===== src/rtl/cic_pkg.sv =====
// Shared constants and helpers for the CIC decimator front end.
// Latency: n/a (package only).
// Backpressure: n/a (package only).
package cic_pkg;

  localparam int CIC_IN_W  = 14;
  localparam int CIC_OUT_W = 18;
  localparam int CIC_R     = 16;
  localparam int CIC_N     = 3;

  // Ceiling log2; returns 0 for v <= 1.
  function automatic int clog2(input int v);
    int r;
    int x;
    r = 0;
    x = v - 1;
    while (x > 0) begin
      r = r + 1;
      x = x >> 1;
    end
    return r;
  endfunction

  // Accumulator width needed for full CIC bit growth: IN_W + N*log2(R).
  function automatic int cic_acc_w(input int in_w, input int r, input int n);
    return in_w + n * clog2(r);
  endfunction

endpackage


===== src/rtl/cic_out_hold.sv =====
// One-entry hold buffer feeding the FIR nd/rfd handshake, with sticky overwrite flag.
// Latency: 1 cycle from load to nd when rfd is high and nothing is pending.
// Backpressure: holds one sample while rfd=0; a further load overwrites it and sets ovf.
module cic_out_hold
  import cic_pkg::*;
#(
  parameter int W = CIC_OUT_W
) (
  input  logic         clk,
  input  logic         sclr,
  input  logic         load_vld_i,
  input  logic [W-1:0] load_dat_i,
  input  logic         rfd_i,
  output logic [W-1:0] dout_o,
  output logic         nd_o,
  output logic         ovf_o
);

  logic [W-1:0] hold_q, hold_d;
  logic         pending_q, pending_d;
  logic [W-1:0] dout_q, dout_d;
  logic         nd_q, nd_d;
  logic         ovf_q, ovf_d;
  logic         drain;

  assign drain = pending_q & rfd_i;

  // Delivery and load rules; a load in the same cycle as a drain keeps pending set.
  always_comb begin
    hold_d    = hold_q;
    pending_d = pending_q;
    dout_d    = dout_q;
    nd_d      = 1'b0;
    ovf_d     = ovf_q;
    if (drain) begin
      dout_d    = hold_q;
      nd_d      = 1'b1;
      pending_d = 1'b0;
    end
    if (load_vld_i) begin
      hold_d    = load_dat_i;
      pending_d = 1'b1;
      if (pending_q && !rfd_i) begin
        ovf_d = 1'b1;
      end
    end
  end

  // State registers with synchronous clear.
  always_ff @(posedge clk) begin
    if (sclr) begin
      hold_q    <= '0;
      pending_q <= 1'b0;
      dout_q    <= '0;
      nd_q      <= 1'b0;
      ovf_q     <= 1'b0;
    end else begin
      hold_q    <= hold_d;
      pending_q <= pending_d;
      dout_q    <= dout_d;
      nd_q      <= nd_d;
      ovf_q     <= ovf_d;
    end
  end

  assign dout_o = dout_q;
  assign nd_o   = nd_q;
  assign ovf_o  = ovf_q;

endmodule


===== src/rtl/cic_decim_front.sv =====
// N-stage CIC decimate-by-R ahead of the first FIR, output sliced to the FIR input width.
// Latency: decimation tick -> N comb registers -> hold load -> nd (N+2 edges after the tick).
// Backpressure: FIR rfd stalls delivery only; the CIC keeps running and overwrites are flagged.
module cic_decim_front
  import cic_pkg::*;
#(
  parameter int IN_W  = CIC_IN_W,
  parameter int OUT_W = CIC_OUT_W,
  parameter int R     = CIC_R,
  parameter int N     = CIC_N
) (
  input  logic             clk,
  input  logic             sclr,
  input  logic [IN_W-1:0]  din,
  input  logic             din_vld,
  input  logic             rfd,
  output logic [OUT_W-1:0] dout,
  output logic             nd,
  output logic             ovf
);

  localparam int ACC_W = cic_acc_w(IN_W, R, N);
  localparam int CNT_W = (clog2(R) < 1) ? 1 : clog2(R);

  logic [ACC_W-1:0] din_ext;
  assign din_ext = {{(ACC_W-IN_W){din[IN_W-1]}}, din};

  // Integrators: each stage adds the previous stage's registered value (pipelined form).
  for (genvar k = 1; k <= N; k++) begin : g_int
    logic [ACC_W-1:0] acc_q;
    logic [ACC_W-1:0] acc_d;
    if (k == 1) begin : g_first
      assign acc_d = acc_q + din_ext;
    end else begin : g_rest
      assign acc_d = acc_q + g_int[k-1].acc_q;
    end
    // Accumulate only on valid input-rate samples; wrap-around is intended.
    always_ff @(posedge clk) begin
      if (sclr) begin
        acc_q <= '0;
      end else if (din_vld) begin
        acc_q <= acc_d;
      end
    end
  end

  logic [CNT_W-1:0] cnt_q, cnt_d;
  logic             dec_tick;

  assign dec_tick = din_vld && (cnt_q == CNT_W'(R - 1));
  assign cnt_d    = dec_tick ? '0 : (cnt_q + CNT_W'(1));

  // Decimation counter advances once per valid input sample.
  always_ff @(posedge clk) begin
    if (sclr) begin
      cnt_q <= '0;
    end else if (din_vld) begin
      cnt_q <= cnt_d;
    end
  end

  logic [ACC_W-1:0] samp_q;
  logic             samp_vld_q;

  // Capture the last integrator including this cycle's update, so no extra input slips in.
  always_ff @(posedge clk) begin
    if (sclr) begin
      samp_q     <= '0;
      samp_vld_q <= 1'b0;
    end else begin
      samp_vld_q <= dec_tick;
      if (dec_tick) begin
        samp_q <= g_int[N].acc_d;
      end
    end
  end

  // Combs with differential delay 1; each stage registers once per decimated sample.
  for (genvar k = 1; k <= N; k++) begin : g_comb
    logic [ACC_W-1:0] x_in;
    logic             v_in;
    logic [ACC_W-1:0] c_q;
    logic [ACC_W-1:0] dly_q;
    logic             v_q;
    if (k == 1) begin : g_first
      assign x_in = samp_q;
      assign v_in = samp_vld_q;
    end else begin : g_rest
      assign x_in = g_comb[k-1].c_q;
      assign v_in = g_comb[k-1].v_q;
    end
    // Difference against the previous decimated sample; the valid bit rides along.
    always_ff @(posedge clk) begin
      if (sclr) begin
        c_q   <= '0;
        dly_q <= '0;
        v_q   <= 1'b0;
      end else begin
        v_q <= v_in;
        if (v_in) begin
          c_q   <= x_in - dly_q;
          dly_q <= x_in;
        end
      end
    end
  end

  // Top OUT_W bits: plain truncation, DC gain R^N lands the input at full scale.
  logic [OUT_W-1:0] comb_out;
  assign comb_out = g_comb[N].c_q[ACC_W-1 -: OUT_W];

  cic_out_hold #(
    .W (OUT_W)
  ) u_hold (
    .clk        (clk),
    .sclr       (sclr),
    .load_vld_i (g_comb[N].v_q),
    .load_dat_i (comb_out),
    .rfd_i      (rfd),
    .dout_o     (dout),
    .nd_o       (nd),
    .ovf_o      (ovf)
  );

endmodule


===== config.mk =====
export PLATFORM = sky130hd
export DESIGN_NAME = cic_decim_front
export DESIGN_NICKNAME = d
export VERILOG_FILES = /design/src/rtl/cic_pkg.sv /design/src/rtl/cic_out_hold.sv /design/src/rtl/cic_decim_front.sv
export SDC_FILE = /design/constraint.sdc
export NUM_CORES = 1
export LEC_CHECK = 0
export ABC_AREA = 1
export BUFFER_PORTS_ARGS = -buffer_cell sky130_fd_sc_hd__buf_4
export CAP_MARGIN = 15
export CORE_UTILIZATION = 49
export CTS_CLUSTER_DIAMETER = 120
export DETAILED_ROUTE_END_ITERATION = 8
export PLACE_DENSITY = 0.67
export SYNTH_ARGS = -nofsm -noshare
export SYNTH_HDL_FRONTEND = slang
export SYNTH_SLANG_ARGS = --single-unit

===== constraint.sdc =====
create_clock -name clk -period 1.7 [get_ports clk]
set_clock_uncertainty 0.05 [all_clocks]
set_input_delay 0.34 -clock clk [delete_from_list [all_inputs] [get_ports clk]]
set_output_delay 0.34 -clock clk [all_outputs]
set_load 0.01 [all_outputs]

==> Word level (Yosys, flattened, before mapping) <==
Cells that the tools add are included.
{ "totals": {"elab_cells": 38, "out_inout_bits": 20, "reg_bits": 307, "input_bits": 18} }
{ "op_classes": {"addsub": 7, "n_mux": 4, "bitwise_logic": 1, "eq_ne": 1, "reduce_logical": 5} }
{ "ops": {"columns": ["cell", "n"], "rows": [
  ["adder 26 bit", 3],
  ["subtractor 26 bit", 3],
  ["adder 4 x 1 -> 4 bit (second input constant)", 1],
  ["equality test 4 bit (second input constant)", 1],
  ["two-way mux 4 bit", 1],
  ["two-way mux 1 bit", 3],
  ["logical AND 1 bit", 2],
  ["AND reduction 2 bit", 1],
  ["nonzero test 2 bit", 1],
  ["AND 1 bit", 1],
  ["logical NOT 1 bit", 1]
]} }

==> Longest topological paths before layout <==
Gate-level depths: netlist (run 1).
{ "logic_depth": {"depth_word": 3, "mapped_depth": 16, "depth_no_buf": 16} }

==> By module <==
From an unflattened synthesis (run 1), not the netlist that was laid out.
{ "hier_totals": {"hier_cells": 3465, "area_unflattened_um2": 21207.8} }
{ "modules_own_cells": {"columns": ["mod", "cells_each", "area_each_um2", "seq_area_each_um2", "instances"], "rows": [
  ["cic_decim_front", 3297, 19802.7, 5205.0, 1],
  ["cic_out_hold", 168, 1405.1, 780.7, 1]
]} }

==> Worst setup path after synthesis (run 1) <==
OpenSTA, ideal clock, no wires.
{ "synth_path": {"kind": "reg-to-reg", "startpoint": "register g_int[2].acc_q[0]", "endpoint": "register g_int[3].acc_q[18]", "stages_incl_launch_ff": 16, "period_less_slack_ns": 1.901, "path_buffers": 0, "required_ns": 1.541, "arrival_time_ns": 1.742, "slack_ns": -0.201, "cell_sequence": "dfxtp_1 > ha_1 > inv_1 > fa_1 > inv_1 > nand3_1 > nand2_2 > nand2_1 > nand2_2 > nand2_1 > nand2_1 > nand2_1 > nand3_1 > nand3_1 > nand2_1 > inv_1"} }
{ "synth_via": {"elab_chain_len": 1} }
{ "synth_lines": {"columns": ["element", "line_no", "rtl"], "rows": [
  ["start: declaration", "cic_decim_front.sv:30", "logic [ACC_W-1:0] acc_q;"],
  ["start signal: assignment", "cic_decim_front.sv:40", "acc_q <= '0;"],
  ["start signal: assignment", "cic_decim_front.sv:42", "acc_q <= acc_d;"],
  ["adder 26 bit", "cic_decim_front.sv:35", "assign acc_d = acc_q + g_int[k-1].acc_q;"],
  ["end signal: assignment", "cic_decim_front.sv:40", null],
  ["end signal: assignment", "cic_decim_front.sv:42", null],
  ["end: declaration", "cic_decim_front.sv:30", null]
]} }
Every way passes these cells.
A chain may end at the register's enable or synchronous reset.

==> Final worst setup path (run 1) <==
{ "layout_path": {"startpoint": "register g_int[1].acc_q[6]", "endpoint": "register g_int[1].acc_q[8]"} }
{ "layout_via": {"elab_chain_len": 1} }
{ "layout_lines": {"columns": ["element", "line_no", "rtl"], "rows": [
  ["start: declaration", "cic_decim_front.sv:30", null],
  ["start signal: assignment", "cic_decim_front.sv:40", null],
  ["start signal: assignment", "cic_decim_front.sv:42", null],
  ["adder 26 bit", "cic_decim_front.sv:33", "assign acc_d = acc_q + din_ext;"]
]} }
Every way passes these cells.

==> flow_metrics.py, run 1 <==
metrics = {
    "floorplan": {
        "core-area_um2": 42980,
        "die_w_um": 210.5,
        "core.rowCount": 76,
        "dieHeight_um": 210.5,
        "dieArea_um2": 44320,
        "start_util": 0.4957,
        "io_pins": 38,
    },
    "clocking": {
        "numCtsBuffers": 36,
        "cts_tree": "built",
        "clk_pin_slew_ps": 60,
        "cts_root_buffer": "clkbuf_16",
        "numClockSinks": 299,
        "htree_num_levels": 2,
        "cts_max_path_buffers": 3,
        "clock_latency_ps": 590,
    },
    "logic_synthesis": {
        "yosysSeqAreaShare": 0.2810,
        "syn_area_um2": 21300,
        "netlist_instances": 3477,
        "ys_warn_count": 0,
        "synth_edf_count": 0,
        "postSynthNetCount": 3650,
        "ys_types": 42,
        "ys_seq_elements": 299,
        "synthArstFlopShare": 0,
        "yosys_most_used_dff": "dfxtp_1",
        "avgSynthCellArea_um2": 6.127,
    },
    "placed_design": {
        "dp_hpwl_mm": 47.53,
        "io_buffers": 37,
        "post_dp_cell_area_um2": 25490,
        "place_congestion": 0.9819,
        "pre_cts_ws_ps": -356.0,
    },
    "global_route": {
        "grt_max_degree": 65,
        "antenna_found_initial": 0,
        "overflow": 0,
        "grt_pass1_wl_mm": 111.5,
        "grt_pass1_vias": 23310,
        "grt_util_all_layers": 0.3066,
    },
    "critical_path": {
        "crit_buf_inv": 2,
        "slowest_delay_ps": 510,
        "worstPathCellList": "ha_4 > nand2_2 > nor2_1 > a21oi_4 > buf_6 > xnor2_1 > o21ai_1 > inv_1",
        "crit_path_end": "g_int[1].acc_q[8]",
        "start_kind": "flop",
        "critPathLaunch": "g_int[1].acc_q[6]",
        "r2r-end": "g_int[1].acc_q[8]",
        "path_depth": 8,
        "path_class": "flop to flop",
        "crit_fanout": 4,
        "cp_top_family": "simple AND/OR/NAND/NOR gates",
        "worstPathRequired_ps": 2120,
        "cp_slowest_cell": "nor2_1",
        "regToRegSetupSlack_ps": -530,
        "reg2reg_from": "g_int[1].acc_q[6]",
        "critPathCaptureType": "flop",
        "reg2regPathDepth": 8,
        "crit_arrival_ps": 2650,
    },
    "finish": {
        "design_area_um2": 33500,
        "antenna_cells": 0,
        "drive_gt1_frac": 0.4506,
        "layout.nets": 4145,
        "syn_to_final_growth_pct": 57.25,
    },
    "drt": {
        "drc_errors": 1,
        "drtAntennaViolNets": 0,
        "vias": 25330,
        "drt-initial-drc-count": 2136,
        "wl_met3_mm": 5.304,
        "top_layer": "met4",
        "wl_met1_mm": 30.62,
        "wl_per_cell_um": 18.06,
        "wl_met2_mm": 41.51,
        "avgViaCountPerCell": 5.525,
        "drtPass1Iterations": 9,
        "finalWirelength_mm": 82.78,
    },
    "sta": {
        "hold_slack_ps": 11.02,
        "setup_violations": 137,
        "worstMarginPinSlew_ps": 584.1,
        "finalCritPeriodShare": 1.312,
        "max_slew_margin": 0.6091,
        "period_needed_ps": 2231,
        "fin_tns_setup_ps": -24620,
        "hold_viol_final": 0,
        "timing.final.max_slew_violations": 0,
        "max_freq_mhz": 448.2,
        "rsz0062_at_grt": "true",
        "postLayoutSetupSlackWorst_ps": -531.1,
    },
    "worst_hold_path": {
        "whs_path_depth": 4,
        "hp-start": "rfd",
        "worstHoldPathType": "input port to flop",
    },
    "status": {
        "outcome": "finished with violations",
        "violations": "DRC, setup timing",
    },
    "run": {
        "maxCapViolCount": 0,
    },
    "pwr": {
        "p_per_area_nw_per_um2": 654.7,
        "p_leak_nw": 16.50,
        "ir_drop_mv": 0.7106,
    },
}
## per-layer routing
metal,vias up,GRT usage
met5,-,0
met4,0,0.1504
met3,474,0.03784
met2,1209,0.5533
met1,11810,0.3570
li1,11840,-
## worst min-delay path by stage
stage | to | slack (ps)
floorplan | g_comb[1].dly_q[10] | 390
global route | u_hold.pending_q | 20
detailed placement | g_comb[1].dly_q[24] | 410
finish | u_hold.pending_q | 10
global placement | g_comb[3].dly_q[8] | 400
CTS | u_hold.pending_q | 5
## synth_stat cells, types with 2 or more instances
| master | instances | area, µm² |
|---|---|---|
| o21ai_2 | 2 | 17.52 |
| buf_4 | 2 | 15.01 |
| o21ai_0 | 203 | 1016 |
| buf_2 | 11 | 55.05 |
| xor2_1 | 49 | 429.2 |
| dfxtp_1 | 299 | 5986 |
| nand4_1 | 48 | 300.3 |
| clkbuf_1 | 71 | 266.5 |
| fa_1 | 5 | 100.1 |
| o21bai_2 | 2 | 22.52 |
| nor2_2 | 23 | 143.9 |
| and2_1 | 5 | 31.28 |
| nand3_2 | 11 | 110.1 |
| nor2_1 | 550 | 2064 |
| o21bai_1 | 24 | 180.2 |
| a21oi_2 | 21 | 183.9 |
| inv_2 | 11 | 41.29 |
| nand2_1 | 867 | 3254 |
| inv_1 | 589 | 2211 |
| buf_1 | 3 | 11.26 |
| a22o_1 | 2 | 17.52 |
| nand2_2 | 48 | 300.3 |
| xnor2_1 | 17 | 148.9 |
| a21oi_1 | 192 | 960.9 |
| o21ai_1 | 14 | 70.07 |
| clkinv_1 | 4 | 15.01 |
| o211ai_1 | 7 | 52.55 |
| nand3_1 | 184 | 920.9 |
| nor3_1 | 17 | 85.08 |
| nor2_4 | 9 | 101.4 |
| a21o_1 | 12 | 90.09 |
| nor3_2 | 9 | 90.09 |
| buf_6 | 2 | 22.52 |
| ha_1 | 150 | 1877 |
| nand3b_1 | 4 | 30.03 |
| or2_1 | 4 | 25.02 |
## power breakdown
part	leakage (nW)	switching, W	internal (W)
clock	0.602	0.00336	0.00478
sequential	2.50	0.000394	0.00724
combinational	13.4	0.00344	0.00273
total	16.5	0.00719	0.0147
## placed cells by master (no fill, tap or decap), types with 136 or more instances in the layout
cell type and instances:
nand2_1 544, nor2_1 460, buf_4 456, inv_1 451
nand2_2 218, dfxtp_1 162, o21ai_0 159, nand2_4 143
ha_4 138, a21oi_1 136
## final cells by class
class / instances / area (µm²)
fill: 2712 / 9480
sequential: 299 / 6250
timing repair inverter: 1 / 7.507
multi-input combinational: 2484 / 18410
clock inverter: 15 / 171.4
clock buffer: 50 / 1045
timing repair buffer: 546 / 4559
tap: 585 / 732.0
inverter: 604 / 2325
## through the flow
step	power, W	instances	utilization
6_report	0.02193	4584	0.7794
5_1_grt	0.02268	4584	0.7794
4_1_cts	0.02054	4541	0.7060
3_5_place_dp	0.01147	4450	0.5932
3_3_place_gp	0.01137	4450	0.5932
2_1_floorplan	0.009884	3477	-
## tightest hold or removal path, cell delays in order
cell and delay [ps]:
buf_4 80, inv_1 30, nand2_1 70, a21oi_1 60
## sequential cells by signal (all words and copies together), names as in the netlist
signal	cells
cnt_q	4
g_comb.c_q	70
g_comb.dly_q	78
g_comb.v_in	1
g_comb.v_q	3
g_comb.x_in	26
g_int.acc_q	78
u_hold.dout_o	18
u_hold.hold_q	18
u_hold.nd_o	1
u_hold.ovf_o	1
u_hold.pending_q	1
## logic make-up after synthesis
kind of cell / synth area share
XOR/XNOR: 0.02713
buffers and inverters: 0.1242
adder cells (fa/ha/maj): 0.09279
flip-flops: 0.2810
AO/OA/AOI/OAI: 0.1236
AND/OR/NAND/NOR: 0.3513
## timing repair
action	4_1_cts	5_1_grt
pin swaps	262	429
setup endpoints to repair	152	154
gates cloned	0	1
gates resized for setup	741	803
hold buffers	0	0
hold endpoints to repair	0	0
setup buffers	33	52
Power figures use the tool's default switching activity.
==> run 2, diff against run 1 <==
Settings changed: CTS_CLUSTER_DIAMETER 120 to 150, GPL_TIMING_DRIVEN set to 0, PLACE_DENSITY 0.67 to not set.
Clock period 1.7 ns to 2.3 ns, I/O delays scaled along.
==> flow_metrics.py, run 2 (same netlist as run 1, synthesis figures left out) <==
metrics = {
    "drt": {
        "drtPass1Iterations": 7,
        "avgViaCountPerCell": 5.073,
        "vias": 21120,
        "finalWirelength_mm": 64.67,
        "wl_per_cell_um": 15.54,
        "drt-initial-drc-count": 1325,
        "drc_errors": 0,
        "drtAntennaViolNets": 0,
    },
    "pwr": {
        "intPower_w": 0.009437,
        "p_seq_frac": 0.410,
        "p_total_w": 0.01343,
        "ir_drop_mv": 0.5750,
        "swShare": 0.2973,
        "p_per_area_nw_per_um2": 570.3,
        "power.switching_w": 0.003993,
        "p_leak_nw": 12.74,
        "combPwrFrac": 0.177,
        "clock_power_share": 0.413,
    },
    "sta": {
        "max_slew_margin": 0.3268,
        "hold_slack_ps": 182.0,
        "timing.final.max_slew_violations": 0,
        "finalCritPeriodShare": 0.9615,
        "period_needed_ps": 2211,
        "hold_viol_final": 0,
        "max_freq_mhz": 452.2,
        "setup_violations": 0,
        "rsz0062_at_grt": "true",
        "worstMarginPinSlew_ps": 1010,
    },
    "clocking": {
        "cts_root_buffer": "clkbuf_16",
        "numClockSinks": 299,
        "clock_latency_ps": 550,
        "cts_tree": "built",
        "htree_num_levels": 2,
        "clk_pin_slew_ps": 60,
        "numCtsBuffers": 35,
        "hold_buffers": 0,
        "cts_max_path_buffers": 3,
    },
    "floorplan": {
        "die_w_um": 210.5,
        "dieArea_um2": 44320,
        "start_util": 0.4957,
        "core.rowCount": 76,
        "core-area_um2": 42980,
        "dieHeight_um": 210.5,
        "io_pins": 38,
    },
    "status": {
        "outcome": "completed",
    },
    "critical_path": {
        "start_kind": "flop",
        "crit_arrival_ps": 2600,
        "worstPathRequired_ps": 2680,
        "critPathCaptureType": "flop",
        "crit_fanout": 4,
        "path_class": "flop to flop",
    },
    "finish": {
        "final_common_cell": "nand2_1",
        "reg_top3": "g_comb.dly_q (78), g_int.acc_q (78), g_comb.c_q (70)",
        "final_cell_mix": "863 x nand2_1, 589 x inv_1, 549 x nor2_1",
        "regArea_um2": 5995,
        "multi_input_area_um2": 12740,
        "syn_to_final_growth_pct": 10.55,
        "antenna_cells": 0,
        "nFillCells": 4573,
        "layout.nets": 3727,
        "drive_gt1_frac": 0.07297,
    },
    "global_route": {
        "grt_max_degree": 14,
        "grt_pass1_wl_mm": 102.0,
        "grt_pass1_vias": 19440,
        "overflow": 0,
        "grt_util_all_layers": 0.2916,
        "antenna_found_initial": 0,
    },
    "placed_design": {
        "place_congestion": 0.9471,
        "dp_hpwl_mm": 52.42,
        "io_buffers": 35,
    },
    "run": {
        "maxCapViolCount": 0,
    },
    "worst_hold_path": {
        "worstHoldPathType": "input port to flop",
    },
}
run 2: cell types whose count changed in the layout (fill, tap and decap cells not counted), sizes merged:
cell / previous run / this run
buf: 546 / 58
bufinv: 3 / 2
clkinvlp: 3 / 1
clkbuf: 50 / 120
inv: 602 / 601
dlygate4sd1: 0 / 1
clkinv: 12 / 11
run 2: timing repair:
action,4_1_cts,5_1_grt
buffers inserted,0,5
pin swaps,0,4
endpoints found under the setup margin,5,20
resized for setup,3,17
run 2: metrics by stage:
step / instance area, µm² / utilization / TNS [ps] / std cells / worst slack (ps)
floorplan: 21300 / - / 0 / 3477 / 378.6
global placement: 22300 / 0.5188 / -1633 / 4097 / -95.19
detailed placement: 22300 / 0.5188 / -1955 / 4097 / -126.1
CTS: 23450 / 0.5456 / 0 / 4157 / 9.209
global route: 23550 / 0.5480 / -111.4 / 4162 / -26.31
finish: 23550 / 0.5480 / 0 / 4162 / 88.59
run 2: worst paths after layout:
path	to	cells after the start	start	slack, ps
worst min-delay path	u_hold.pending_q	4	rfd	180
worst max register to register	g_int[3].acc_q[14]	14	g_int[2].acc_q[0]	90
worst min register to register	g_comb[2].dly_q[15]	2	g_comb[2].dly_q[15]	410
worst max-delay path	g_int[3].acc_q[14]	14	g_int[2].acc_q[0]	90
run 2: layout make-up:
class	count	area share
buffer	90	0.01610
clock buffer	49	0.04287
clock inverter	11	0.005525
inverter	604	0.09626
multi-input combinational	2484	0.5409
sequential	299	0.2545
tap	585	0.03108
timing repair buffer	40	0.01275
run 2: per-layer routing:
metal | track usage | wire length (µm) | vias up
li1 | - | - | 11000
met1 | 0.3955 | 30490 | 9547
met2 | 0.4737 | 28890 | 462
met3 | 0.03501 | 3227 | 102
met4 | 0.1087 | 2066 | 0
met5 | 0 | 0 | -
run 2: power groups by stage:
stage	registers [W]	clock network (W)	logic (W)
floorplan	0.00553	0	0.00176
global placement	0.00561	0	0.00230
detailed placement	0.00561	0	0.00232
CTS	0.00550	0.00569	0.00234
global route	0.00551	0.00590	0.00268
finish	0.00550	0.00555	0.00238
run 2: worst max-delay path: stages (launching register included):
cell and delay, ps:
dfxtp_4 390, ha_4 160, inv_1 50, fa_1 400, inv_1 70, nand3_1 70, nand2_2 120, nand2_1 70
nand2_2 130, nand2_1 70, nand3_1 130, xor2_2 200, nand2_1 70, nand2_1 80, inv_1 40
